[src/rtl/guess_pkg.sv]
// Shared types, constants and helpers for the number-guessing round sequencer.
// State encoding is visible on the State output, so the enum values are fixed.
package guess_pkg;

  typedef enum logic [2:0] {
    IDLE  = 3'd0,
    ARM   = 3'd1,
    PLAY  = 3'd2,
    CHECK = 3'd3,
    WIN   = 3'd4,
    LOSE  = 3'd5
  } state_t;

  localparam logic [6:0] BOUND_LO    = 7'd0;
  localparam logic [6:0] BOUND_HI    = 7'd99;
  localparam logic [6:0] TARGET_SPAN = 7'd98;

  // Fibonacci form of x^7 + x^6 + 1; maximal length, so a nonzero seed never reaches zero.
  function automatic logic [6:0] lfsr7_step(input logic [6:0] s);
    return {s[5:0], s[6] ^ s[5]};
  endfunction

  // Folds an LFSR value (1..127) onto a target in 1..98.
  function automatic logic [6:0] fold_target(input logic [6:0] v);
    return ((v >= TARGET_SPAN) ? (v - TARGET_SPAN) : v) + 7'd1;
  endfunction

endpackage

[src/rtl/bin2bcd99.sv]
// Combinational 7-bit binary (0..99) to two BCD digits.
// Zero latency; no flow control.
module bin2bcd99 (
  input  logic [6:0] bin,
  output logic [3:0] tens,
  output logic [3:0] units
);

  always_comb begin
    tens = 4'd0;
    for (int i = 1; i < 10; i++) begin
      if (bin >= 7'(i * 10)) tens = 4'(i);
    end
    units = 4'(bin - 7'(tens) * 7'd10);
  end

endmodule

[src/rtl/guess_round_ctrl.sv]
// Round sequencer for the two-digit guessing game: target draw, window narrowing, tries, win/lose, beeper.
// Load edge at cycle n -> CHECK at n+1 -> results at n+2; Start overrides everything and re-arms every cycle it is high.
module guess_round_ctrl
  import guess_pkg::*;
#(
  parameter int         MAX_TRIES   = 7,
  parameter int         BEEP_CYCLES = 25000000,
  parameter logic [6:0] LFSR_SEED   = 7'h5A
) (
  input  logic       CLK,
  input  logic       Reset_n,
  input  logic       Start,
  input  logic       Load,
  input  logic [3:0] Guess_ten,
  input  logic [3:0] Guess_unit,
  output logic [3:0] Target_ten,
  output logic [3:0] Target_unit,
  output logic [3:0] Low_ten,
  output logic [3:0] Low_unit,
  output logic [3:0] High_ten,
  output logic [3:0] High_unit,
  output logic [3:0] Tries_left,
  output logic [2:0] State,
  output logic       Guess_err,
  output logic       Win,
  output logic       Lose,
  output logic       Beep
);

  localparam int BW = $clog2(BEEP_CYCLES + 1);

  state_t        state, state_nxt;
  logic [6:0]    lfsr;
  logic [6:0]    target;
  logic [6:0]    low, high;
  logic [6:0]    guess_q;
  logic [3:0]    tries;
  logic          load_q;
  logic [BW-1:0] beep_cnt;

  logic       load_edge;
  logic [6:0] guess_bin;
  logic       digits_ok;
  logic       guess_ok;
  logic [3:0] tries_dec;
  logic       reject;

  assign load_edge = Load & ~load_q;
  assign guess_bin = 7'(Guess_ten) * 7'd10 + 7'(Guess_unit);
  assign digits_ok = (Guess_ten <= 4'd9) && (Guess_unit <= 4'd9);
  // Bounds are exclusive: the window shown is (Low, High).
  assign guess_ok  = digits_ok && (guess_bin > low) && (guess_bin < high);
  assign tries_dec = tries - 4'd1;

  always_ff @(posedge CLK or negedge Reset_n) begin
    if (!Reset_n) state <= IDLE;
    else          state <= state_nxt;
  end

  always_comb begin
    state_nxt = state;
    reject    = 1'b0;
    if (Start) begin
      state_nxt = ARM;
    end else begin
      case (state)
        IDLE:  state_nxt = IDLE;
        ARM:   state_nxt = PLAY;
        PLAY: begin
          if (load_edge) begin
            if (guess_ok) state_nxt = CHECK;
            else          reject    = 1'b1;
          end
        end
        CHECK: begin
          if (guess_q == target)    state_nxt = WIN;
          else if (tries_dec == '0) state_nxt = LOSE;
          else                      state_nxt = PLAY;
        end
        WIN:     state_nxt = WIN;
        LOSE:    state_nxt = LOSE;
        default: state_nxt = IDLE;
      endcase
    end
  end

  always_ff @(posedge CLK or negedge Reset_n) begin
    if (!Reset_n) begin
      lfsr      <= LFSR_SEED;
      load_q    <= 1'b0;
      target    <= 7'd0;
      low       <= BOUND_LO;
      high      <= BOUND_HI;
      guess_q   <= 7'd0;
      tries     <= 4'(MAX_TRIES);
      Guess_err <= 1'b0;
      Win       <= 1'b0;
      Lose      <= 1'b0;
      Beep      <= 1'b0;
      beep_cnt  <= '0;
    end else begin
      lfsr      <= lfsr7_step(lfsr);
      load_q    <= Load;
      Guess_err <= reject;
      Win       <= (state_nxt == WIN);
      Lose      <= (state_nxt == LOSE);

      if (state == ARM) begin
        target <= fold_target(lfsr);
        low    <= BOUND_LO;
        high   <= BOUND_HI;
        tries  <= 4'(MAX_TRIES);
      end

      if (state == PLAY && state_nxt == CHECK) guess_q <= guess_bin;

      // A Start arriving during CHECK discards the pending result.
      if (state == CHECK && !Start && guess_q != target) begin
        if (guess_q < target) low  <= guess_q;
        else                  high <= guess_q;
        tries <= tries_dec;
      end

      if (state_nxt == WIN && state != WIN) begin
        Beep     <= 1'b1;
        beep_cnt <= BW'(BEEP_CYCLES - 1);
      end else if (state_nxt == WIN) begin
        if (beep_cnt != '0) beep_cnt <= beep_cnt - BW'(1);
        else                Beep     <= 1'b0;
      end else begin
        Beep     <= 1'b0;
        beep_cnt <= '0;
      end
    end
  end

  assign State      = state;
  assign Tries_left = tries;

  bin2bcd99 u_target_bcd (.bin(target), .tens(Target_ten), .units(Target_unit));
  bin2bcd99 u_low_bcd    (.bin(low),    .tens(Low_ten),    .units(Low_unit));
  bin2bcd99 u_high_bcd   (.bin(high),   .tens(High_ten),   .units(High_unit));

endmodule
[config.mk]
export PLATFORM = sky130hd
export DESIGN_NAME = guess_round_ctrl
export DESIGN_NICKNAME = d
export VERILOG_FILES = /design/src/rtl/guess_pkg.sv /design/src/rtl/bin2bcd99.sv /design/src/rtl/guess_round_ctrl.sv
export SDC_FILE = /design/constraint.sdc
export NUM_CORES = 1
export LEC_CHECK = 0
export ABC_AREA = 1
export BUFFER_PORTS_ARGS = -buffer_cell sky130_fd_sc_hd__clkbuf_2
export CAP_MARGIN = 20
export CORE_MARGIN = 2
export CORE_UTILIZATION = 50
export DETAILED_ROUTE_END_ITERATION = 10
export PLACE_DENSITY_LB_ADDON = 0.15
export SLEW_MARGIN = 0
export SYNTH_ARGS = -nofsm -noshare
export SYNTH_HDL_FRONTEND = slang
export SYNTH_HIERARCHICAL = 1
export SYNTH_SLANG_ARGS = --single-unit
export TNS_END_PERCENT = 5
[constraint.sdc]
create_clock -name CLK -period 6 [get_ports CLK]
set_input_delay 0.6 -clock CLK [delete_from_list [all_inputs] [get_ports CLK]]
set_output_delay 0.6 -clock CLK [all_outputs]
set_load 0.01 [all_outputs]
; ---- After elaboration in Yosys (flattened, before gate mapping)
; Index checks and enable logic that the tools add are counted.
[op_classes]
addsub = 8
n_mul = 4
order_cmp = 33
eq_ne = 13
muxes = 52
bitwise_logic = 3
n_reduce_logical = 11
[op_table]
columns = cell, n
row1 = 2-to-1 mux 25 bit, 3
row2 = greater-or-equal comparator 7 bit (second input constant), 10
row3 = greater-or-equal comparator 7 x 6 -> 1 bit (second input constant), 9
row4 = 2-to-1 mux 3 bit, 17
row5 = 2-to-1 mux 7 bit, 7
row6 = greater-or-equal comparator 7 x 5 -> 1 bit (second input constant), 6
row7 = 2-to-1 mux 4 bit, 8
row8 = nonzero test 25 bit, 1
row9 = subtractor 25 x 1 -> 25 bit (second input constant), 1
row10 = greater-or-equal comparator 7 x 4 -> 1 bit (second input constant), 3
row11 = one-hot mux 3 bit (5 select lines), 1
row12 = less-than comparator 7 bit, 2
row13 = equality test 3 bit (second input constant), 4
row14 = multiplier 4 x 3 -> 3 bit (second input constant), 3
row15 = 2-to-1 mux 2 bit, 6
row16 = subtractor 4 bit, 3
row17 = 2-to-1 mux 1 bit, 10
row18 = equality test 3 x 2 -> 1 bit (second input constant), 3
row19 = less-or-equal comparator 4 bit (second input constant), 2
row20 = adder 7 x 1 -> 7 bit (second input constant), 1
row21 = adder 7 x 4 -> 7 bit, 1
row22 = equality test 7 bit, 1
row23 = greater-than comparator 7 bit, 1
row24 = logical AND 1 bit, 7
row25 = other kinds (13), 14
[totals]
register_bits = 72
inputBits = 12
out_inout_bits = 35
elab_cells = 137

; ---- Longest topological paths before layout
; Gate-level depths: netlist (run 1).
[logic_depth]
depth_word = 12
mapped_depth = 21
depth_no_buf = 20

; ---- By module
; Netlist (run 1), hierarchy kept.
[modules_own_cells]
columns = mod, instances, cells_each, area_each_um2, seq_area_each_um2
row1 = guess_round_ctrl, 1, 574, 4566.9, 1815.5
row2 = bin2bcd99, 3, 55, 274.0, 0.0

; ---- Least setup slack after synthesis (run 1)
; No wires, ideal clock.
[synth_timing]
path_type = input to register
start = input port Guess_ten[1]
end = register beep_cnt[12]
setup_time_ps = 113
arrival_time_ps = 3271
t_required_ps = 5887
path_slack_ps = 2616
cell_stages = 19
path_buffers = 1
cell_sequence = ha_1 ha_1 fa_1 inv_1 nor2_1 xnor2_1 inv_1 ha_1 nand2_1 inv_1 a21oi_1 nand2_1 nand4_2 nand3_4 nor2_8 nand3_2 buf_6 nand2_1 inv_1
[synth_between]
elab_chain_len = 12
word_cells_on_any_way = 17
cone_classes = add/sub (1) / mul (1) / order compare (3) / eq/ne (2) / mux (6) / reduce/logical (4)
[synth_lines]
columns = element, line_no
row1 = from (decl), guess_round_ctrl.sv:14  ; input logic [3:0] Guess_ten,
row2 = multiplier 4 x 3 -> 6 bit *, guess_round_ctrl.sv:49  ; assign guess_bin = 7'(Guess_ten) * 7'd10 + 7'(Guess_unit);
row3 = adder 7 x 4 -> 7 bit *, guess_round_ctrl.sv:49
row4 = via guess_bin[6], guess_round_ctrl.sv:42  ; logic [6:0] guess_bin;
row5 = greater-than comparator 7 bit, guess_round_ctrl.sv:52  ; assign guess_ok = digits_ok && (guess_bin > low) && (guess_bin < high);
row6 = logical AND 1 bit, guess_round_ctrl.sv:52
row7 = logical AND 1 bit *, guess_round_ctrl.sv:52
row8 = 2-to-1 mux 3 bit *, guess_round_ctrl.sv:71  ; if (guess_ok) state_nxt = CHECK;
row9 = 2-to-1 mux 3 bit *, guess_round_ctrl.sv:70  ; if (load_edge) begin
row10 = one-hot mux 3 bit (5 select lines) *, guess_round_ctrl.sv:66  ; case (state)
row11 = 2-to-1 mux 3 bit *, guess_round_ctrl.sv:63  ; if (Start) begin
row12 = via state_nxt[0], guess_round_ctrl.sv:32  ; state_t state, state_nxt;
row13 = equality test 3 bit *, "guess_round_ctrl.sv:124, guess_round_ctrl.sv:127"
row14 = logical AND 1 bit or 2-to-1 mux 25 bit (tied branches), "guess_round_ctrl.sv:124, guess_round_ctrl.sv:127"
row15 = != test 3 x 1 -> 1 bit (no source line) or 2-to-1 mux 25 bit (tied branches), --
row16 = to (signal assigned), guess_round_ctrl.sv:126  ; beep_cnt <= BW'(BEEP_CYCLES - 1);
row17 = to (signal assigned), guess_round_ctrl.sv:128  ; if (beep_cnt != '0) beep_cnt <= beep_cnt - BW'(1);
row18 = to (decl), guess_round_ctrl.sv:39  ; logic [BW-1:0] beep_cnt;
; Mark *: on every way through the listed nets, which the timed path passes. The rest lies on a longest branch.
; A chain may end at the register's enable or synchronous reset.

; ---- Final worst setup path (run 1)
[layout_timing]
start = input port Guess_ten[1]
end = register beep_cnt[1]
; The elaborated chain is that of the path after synthesis.

==> results.md, run 1 <==
* Area post-placement at approximately 5700 sq um
* Fraction of registers with async set/reset at 1.00
* Fin. Hold Viols at 0
* Final Cell Area at 5880 sq um
* Fin Clk Skew at about 0.0085 ns
* CTS Root Cell: clkbuf_8
* DRT Pass-1 Iters at 5
* Distinct cells, synth at 44
* Setup Viol. Count Final at 0
* I/O pin count at 47
* Post-Synthesis Cells at 739
* Post-synth net total at 792
* Total power at 1.28 mW
* Die Height at 108 microns
* Ys Warns at 6
* Fill count at between 1000 and 1500
* Hold-fix buffers, CTS at 0
* Initial antenna violation count at 0
* Multi-input gate area at ~3000 sq um
* DRC at 0
* Antenna cells at 0
* CTS tree: done
* Detailed Place HPWL at 9.06 mm
* Worst-Skew Late Latency at 0.36 ns
* Largest net degree at the start of global routing at 73
* WS Path Type: in -> reg
* DR WL/cell at 12.6 microns
* Hold Crit Class: in -> reg
* Leak at 3.32 nW
* PD cells at 217 nW/um^2
* Setup Fix Bufs, Post-CTS at 0
* Routed Antenna Nets at 0
* Post-synth EDFFs at 0
* Maximum clock rate at slightly below 300 MHz
* All-Layer GR Usage at 0.221
* Clock sink count at 72
* Top_reg_cell synth: dfrtp_1
* Worst Setup Start Kind: input port
* Final period util at 0.578
* CP max FO at 13
* Share of post-route cells with drive strength above 1 at 0.182
* Final Worst Setup Slack at 2.53 ns
* Initial Utilization at 0.517
* Clock Pin Slew Worst Setup and Hold Paths at approximately 0.08 ns
* RSZ-0062 raised after global routing: false
* Nets at 839
* Commonest cells after routing, fill and taps aside: 182 x nand2_1, 111 x inv_1, 62 x nor2_1
* Die area at 11600 sq um
* Site Rows at 37
* Vias per cell at 5.02
* Max_slew headroom at 0.410
* Maximum vdd drop at 0.000101 V
* Dpl ws at 2.14 ns
* Syn Area/Cell at ~7.3 sq um
* CP arrival at 3.71 ns
* Required @ worst endpoint at 6.25 ns
* Clk buf depth at 2
* Synth area leaders: dfrtp_1 28%, nand2_1 13%, ha_1 8.4%
* Setup TNS at 0 ns
* First-pass GRT wire length at 20.5 mm
* Yosys top cell area share at 0.283
* FF+latch count, synth at 72
* Yosys top cell by area: dfrtp_1
* H-tree Lvls at 3
* Min Clock Period, post-route at about 3.5 ns
* Core area at 10400 sq um
* CTS buffer count at 9
* Seq. cell area at 1820 sq um
* GP Congestion at 0.891
* Area grow syn2layout at 9.10%
* Die span in x at 108 microns
* Final Max Slew Viols at 0
* CTS resizes at 0
* Vias in the first global route at 4532
* Max Cap Viol at 0
* Status: finished clean
* GRT overflow at 0
* Post-synthesis sequential area ratio at 0.337
* Cell Area, Synth at 5390 sq um
* WL final at 11.6 mm
* Number of I/O port buffers at 46
* Vias at 4649
* Worst-Margin Slew at 0.885 ns
* CP Capture Type: register
* Commonest non-fill, non-tap cell in the layout: nand2_1
* Number of DRC markers in iteration 0 at ~210
-- cell type report --
class                      instances  area share
clock inverter                     6     0.00617
tap                              136      0.0289
inverter                         133      0.0849
clock buffer                      10      0.0217
timing repair buffer              48      0.0417
multi-input combinational        522       0.508
sequential                        72       0.309
-- power breakdown --
| group | leakage [nW] | total, mW | internal (mW) | switching (mW) |
|---|---|---|---|---|
| clock | 0.0858 | 0.340 | 0.148 | 0.192 |
| sequential | 0.950 | 0.544 | 0.514 | 0.0307 |
| combinational | 2.29 | 0.393 | 0.148 | 0.246 |
| total | 3.32 | 1.28 | 0.809 | 0.468 |
-- cells in the mapped netlist, types with 2 or more instances --
cell / instances
nand2_1: 182
inv_1: 111
nor2_1: 62
dfrtp_1: 61
nand3_1: 47
ha_1: 36
o21ai_0: 33
a21oi_1: 32
xor2_1: 23
inv_2: 22
nand2_2: 19
dfstp_2: 11
o21ai_1: 10
nand4_1: 8
nor3_1: 8
xnor2_1: 7
nor3_2: 6
o31ai_1: 6
buf_2: 5
fa_1: 5
or2_2: 5
buf_4: 4
nand3b_1: 4
a21oi_2: 3
nor2_2: 3
nor2_4: 3
o21ai_2: 3
a31oi_1: 2
nor4_1: 2
o211ai_1: 2
-- critical path, cell delays in order --
cell and delay (ns):
clkbuf_2 0.13, ha_1 0.32, ha_1 0.21, fa_1 0.48
inv_1 0.06, nor2_1 0.12, xnor2_1 0.15, inv_1 0.09
ha_1 0.30, nand2_1 0.11, inv_1 0.05, a21oi_1 0.13
nand2_1 0.09, nand4_2 0.16, nand3_4 0.13, nor2_8 0.14
nand3_2 0.23, nand2_1 0.14, nand2_1 0.05
-- through the flow --
step / utilization / cells / hold slack, ns
finish: 0.564 / 927 / 0.371
global placement: 0.549 / 911 / 0.385
detailed placement: 0.549 / 911 / 0.387
CTS: 0.564 / 927 / 0.362
global route: 0.564 / 927 / 0.358
floorplan: - / 739 / 0.304
-- registers in the layout (all words and copies together), names as in the netlist --
signal / cells
State: 3
guess_q: 7
lfsr: 7
high: 7
Guess_err: 1
Lose: 1
beep_cnt: 25
Win: 1
Beep: 1
load_q: 1
target: 7
low: 7
Tries_left: 4
-- logic make-up after synthesis --
group,synth area share
flops,0.337
buf+inv,0.109
simple gates,0.308
xor+xnor,0.0488
fa+ha+maj,0.102
compound gates,0.0954
-- worst paths after layout --
check                         endpoint         start  slack, ns  depth (start not counted)
max                        beep_cnt[1]  Guess_ten[1]       2.53                         19
min reg2reg                    lfsr[4]       lfsr[3]       0.40                          0
max in group asynchronous    target[1]       Reset_n       4.98                          2
max reg2reg                     low[5]     target[6]       3.59                         10
min                             load_q          Load       0.37                          1
min in group asynchronous  beep_cnt[6]       Reset_n       0.45                          2
-- per-layer routing --
metal	GRT usage	vias up	routed length [microns]
li1	-	2435	-
met1	0.272	2116	5140
met2	0.386	80	5790
met3	0.0418	18	487
met4	0.0760	0	233
met5	0	-	0
(Power assumes the default switching activity.)
==> run 2, diff against run 1 <==
==> constraint.sdc (replaced) <==
create_clock -name CLK -period 3.4 [get_ports CLK]
set_input_delay 0.34 -clock CLK [delete_from_list [all_inputs] [get_ports CLK]]
set_output_delay 0.34 -clock CLK [all_outputs]
set_load 0.01 [all_outputs]
==> run 2 against run 1 <==
Effect of this change:
- register-to-register slack worse by 2.6 ns
- utilization rose by 1.7 points
- power up 82%
- via count increased by 3.2%
- routed wire length grew 2.3%
- largest cell class unchanged
- highest routed layer unchanged
==> results.md, run 2 (synthesis gave the netlist of run 1 again) <==
* Status: finished clean
* Fin. Hold Viols at 0
* Antenna cells at 0
* Largest net degree at the start of global routing at 49
* CTS buffer count at 9
* Clock sink count at 72
* CTS tree: done
* Nets at roughly 860
* Final Max Slew Viols at 0
* Max_slew headroom at 0.321
* Crit path to: guess_q[0]
* Share of post-route cells with drive strength above 1 at 0.197
* Crit-path most repeated cell: ha_1
* Commonest cells after routing, fill and taps aside: 182 x nand2_1, 111 x inv_1, 62 x nor2_1
* R2r setup slk at 1.00 ns
* Total power at approximately 2.3 mW
* First-pass GRT wire length at 20.7 mm
* CP arrival at 3.38 ns
* WL final at about 12 mm
* Detailed Place HPWL at 9.46 mm
* Number of I/O port buffers at 46
* Die span in x at around 110 microns
* All-Layer GR Usage at 0.223
* RSZ-0062 raised after global routing: false
* Slowest stage cell, crit path: fa_1
* CTS Root Cell: clkbuf_8
* Required @ worst endpoint at 3.63 ns
* WS Path Type: in -> reg
* Leak at 3.41 nW
* Buf/Inv on CP at 4
* Initial antenna violation count at 0
* Vias at about 4800
* Worst-Skew Late Latency at 0.35 ns
* Setup Fix Bufs, Post-CTS at 0
* Maximum clock rate at 318 MHz
* Die area at 11600 sq um
* H-tree Lvls at 3
* Origin of the worst setup path: Guess_ten[1]
* Maximum vdd drop at 0.000269 V
* Worst-Margin Slew at around 1.0 ns
* Worst-path cell chain: clkbuf_2 > ha_1 > ha_1 > fa_1 > inv_1 > nor2_1 > xnor2_1 > inv_1 > ha_1 > a21oi_1 > nand3_1 > nor2_1 > nand4_2 > buf_4 > nand2_2 > nand2_1 > nand2_1 > o21ai_1
* DRC at 0
* Clk buf depth at 2
* Vias in the first global route at 4635
* Commonest non-fill, non-tap cell in the layout: nand2_1
* Reg2reg end: low[0]
* PD cells at around 380 nW/um^2
* Number of DRC markers in iteration 0 at around 240
* CP Capture Type: register
* Reg with most FFs: beep_cnt
* Cells on worst reg2reg path at 8
* GRT overflow at 0
* Hold Crit Class: in -> reg
* GP Congestion at between 0.8 and 0.9
* Area grow syn2layout at 12.4%
* DRT Pass-1 Iters at 5
* Min Clock Period, post-route at 3.14 ns
* Critical Path Max Stage Delay at 0.49 ns
* DR WL/cell at around 13 microns
* Fin Clk Skew at 0.00826 ns
* Die Height at 108 microns
* Initial Utilization at 0.517
* CP max FO at 11
* I/O pin count at 47
* Reg2reg start: target[2]
* Worst Setup Start Kind: input port
* Max Cap Viol at 0
* Final period util at 0.925
* Setup Viol. Count Final at 0
* Site Rows at 37
* Core area at 10400 sq um
* Clock Pin Slew Worst Setup and Hold Paths at 0.08 ns
* WP depth at 18
* Final Util at 0.581
* CP delay by family, top: adder cells
* Vias per cell at 5.09
* Routed Antenna Nets at 0
* Min Hold Slack at 0.113 ns
* Max FFs per register at 25
run 2: worst min-delay path by stage:
stage	from	end	slack [ns]	cells past startpoint
2_1_floorplan	Reset_n	Beep	0.04	0
3_3_place_gp	lfsr[3]	lfsr[4]	0.39	0
3_5_place_dp	lfsr[3]	lfsr[4]	0.39	0
4_1_cts	Load	load_q	0.1	1
5_1_grt	Load	load_q	0.1	1
6_report	Load	load_q	0.11	1
run 2: per-stage QoR:
step	setup TNS (ns)	cells	area [sq um]	setup slack, ns
global placement	0	925	5830	0.0197
finish	0	943	6050	0.255
detailed placement	-2.84	925	5830	-0.159
floorplan	0	739	5390	0.276
CTS	0	941	6020	0.214
global route	0	943	6050	0.0152
run 2: repair_timing:
action,4_1_cts,5_1_grt
setup endpoints to repair,0,11
hold buffers,0,1
endpoints found under the hold margin,0,18
resized for setup,0,1
run 2: routing by layer:
layer  GRT usage  vias to the layer above  share of wire
met3      0.0436                       21          0.048
li1            -                     2461              -
met2       0.390                       98           0.49
met4      0.0742                        0          0.019
met1       0.276                     2217           0.44
met5           0                        -              0
run 2: layout make-up:
class	instances	area, sq um
tap	136	170
fill	968	4360
clock inverter	4	28.8
multi-input combinational	522	2990
sequential	72	1820
clock buffer	12	155
inverter	133	499
timing repair buffer	64	393
run 2: where the power goes:
group	total, mW	internal (mW)	leakage (nW)	switching [mW]
Clock	0.635	0.305	0.0886	0.330
Sequential	0.961	0.907	0.950	0.0543
Combinational	0.730	0.283	2.38	0.447
==> run 3, diff against run 2 <==
--- a/config.mk
+++ b/config.mk
@@ -9,7 +9,7 @@
 export BUFFER_PORTS_ARGS = -buffer_cell sky130_fd_sc_hd__clkbuf_2
 export CAP_MARGIN = 20
 export CORE_MARGIN = 2
-export CORE_UTILIZATION = 50
+export CORE_UTILIZATION = 60
 export DETAILED_ROUTE_END_ITERATION = 10
 export PLACE_DENSITY_LB_ADDON = 0.15
 export SLEW_MARGIN = 0
==> run 3 against run 2 <==
Effect of this change:
- die area is 16% lower
- power grew 5.2%
- combinational power fell by 0.7%
- global-route usage rose by 4.9 points
- sequential power about the same
- largest cell class unchanged
- cell count shrank 3.8%
- worst hold slack got worse by 0.013 ns
- routed wire length is 1.8% higher
- cell area fell by 1.4%
- register-to-register slack got worse by 0.03 ns
- clock-buffer cell count is 3 lower
==> results.md, run 3 (synthesis gave the netlist of run 1 again) <==
* Final Worst Setup Slack at between 0.2 and 0.3 ns
* Antenna cells at 0
* Final Max Slew Viols at 0
* Die span in x at 98.8 microns
* Setup Viol. Count Final at 0
* Fin. Hold Viols at 0
* Area grow syn2layout at 10.8%
* Number of DRC markers in iteration 0 at 195
* Commonest non-fill, non-tap cell in the layout: nand2_1
* Largest net degree at the start of global routing at 73
* CP arrival at roughly 3.4 ns
* Required @ worst endpoint at 3.70 ns
* Die Height at 98.8 microns
* Detailed Place HPWL at 9.28 mm
* Maximum clock rate at 322 MHz
* Site Rows at 34
* RSZ-0062 raised after global routing: true
* DR WL/cell at 13.4 microns
* GP Congestion at 0.929
* Initial antenna violation count at 0
* First-pass GRT wire length at 21.8 mm
* Clk buf depth at 2
* Commonest cells after routing, fill and taps aside: 181 x nand2_1, 111 x inv_1, 62 x nor2_1
* Share of post-route cells with drive strength above 1 at 0.193
* Routed Antenna Nets at 0
* Setup Fix Bufs, Post-CTS at 0
* Dpl ws at -0.183 ns
* Leak at about 3.4 nW
* Multi-input gate area at approximately 3000 sq um
* Core area at 8720 sq um
* CP max FO at 19
* Final period util at 0.915
* Hold Crit Class: in -> reg
* Reg with most FFs: beep_cnt
* PD cells at ~400 nW/um^2
* Vias in the first global route at 4864
* Maximum vdd drop at 0.000263 V
* DRT Pass-1 Iters at 5
* Max_slew headroom at 0.400
* Initial Utilization at 0.618
* I/O pin count at 47
* Worst Setup Start Kind: input port
* Total power at 2.45 mW
* R2r setup slk at 0.97 ns
* Vias at 4807
* CP Capture Type: register
* WS Path Type: in -> reg
* All-Layer GR Usage at 0.272
* Max Cap Viol at 0
* WL final at ~12 mm
* Worst-Skew Late Latency at 0.36 ns
* CTS tree: done
* Min Hold Slack at ~0.099 ns
* CTS Root Cell: clkbuf_8
* Clock sink count at a little over 70
* Nets at 847
* CTS buffer count at 9
* Fill count at 763
* Status: finished clean
* Number of I/O port buffers at 46
* Fin Clk Skew at between 0.006 and 0.007 ns
* DRC at 0
* Max FFs per register at 25
* Clock Pin Slew Worst Setup and Hold Paths at around 0.08 ns
* Worst-Margin Slew at 0.900 ns
* Die area at ~9800 sq um
* GRT overflow at 0
* Vias per cell at 5.30
* Seq. cell area at 1820 sq um
* H-tree Lvls at 3
* Min Clock Period, post-route at 3.11 ns
==> run 3: what timing repair did <==
action | CTS | global route
endpoints found under the setup margin | 0 | 16
hold buffers | 0 | 0
gates resized for setup | 0 | 2
==> run 3: through the flow <==
stage	cell area (sq um)	setup TNS, ns	utilization	cells
floorplan	5390	0	-	739
global placement	5740	-0.153	0.658	891
detailed placement	5740	-2.61	0.658	891
CTS	5960	0	0.683	907
global route	5970	-0.00908	0.685	907
finish	5970	0	0.685	907
==> run 3: path summary, 6_finish.rpt <==
path,cells after the start,end,start
setup / recovery,18,beep_cnt[13],Guess_ten[1]
hold / removal,1,load_q,Load
setup reg to reg,10,low[4],target[6]
hold reg to reg,0,lfsr[4],lfsr[3]
max in group asynchronous,2,target[4],Reset_n
min in group asynchronous,2,lfsr[0],Reset_n
==> run 3: final cells by class <==
type	instances	share of cell area
Multi-Input combinational cell	522	0.502
Sequential cell	72	0.304
Inverter	133	0.0836
Timing Repair Buffer	56	0.0511
Tap cell	108	0.0226
Clock buffer	9	0.0208
Clock inverter	7	0.0159
==> run 3: power by group <==
group          switching [mW]  internal (mW)
Sequential             0.0534          0.906
Combinational           0.452          0.273
Clock                   0.347          0.414
==> run 3: layer usage <==
metal | wire length (microns) | vias up | GRT usage
met5 | 0 | - | 0
met3 | 460 | 20 | 0.0418
met4 | 218 | 0 | 0.0906
met2 | 6240 | 83 | 0.493
li1 | - | 2450 | -
met1 | 5210 | 2254 | 0.330
==> run 3: worst max-delay path, cell delays in order <==
cell and delay, ns:
clkbuf_2 0.09, ha_1 0.30, ha_1 0.22, fa_1 0.47
inv_1 0.06, nor2_1 0.14, xnor2_1 0.16, inv_1 0.10
ha_1 0.30, nand2_1 0.11, inv_1 0.04, a21oi_1 0.13
nand2_1 0.09, nand4_2 0.17, nand4_4 0.28, a21oi_1 0.24
nand2_1 0.08, inv_1 0.06
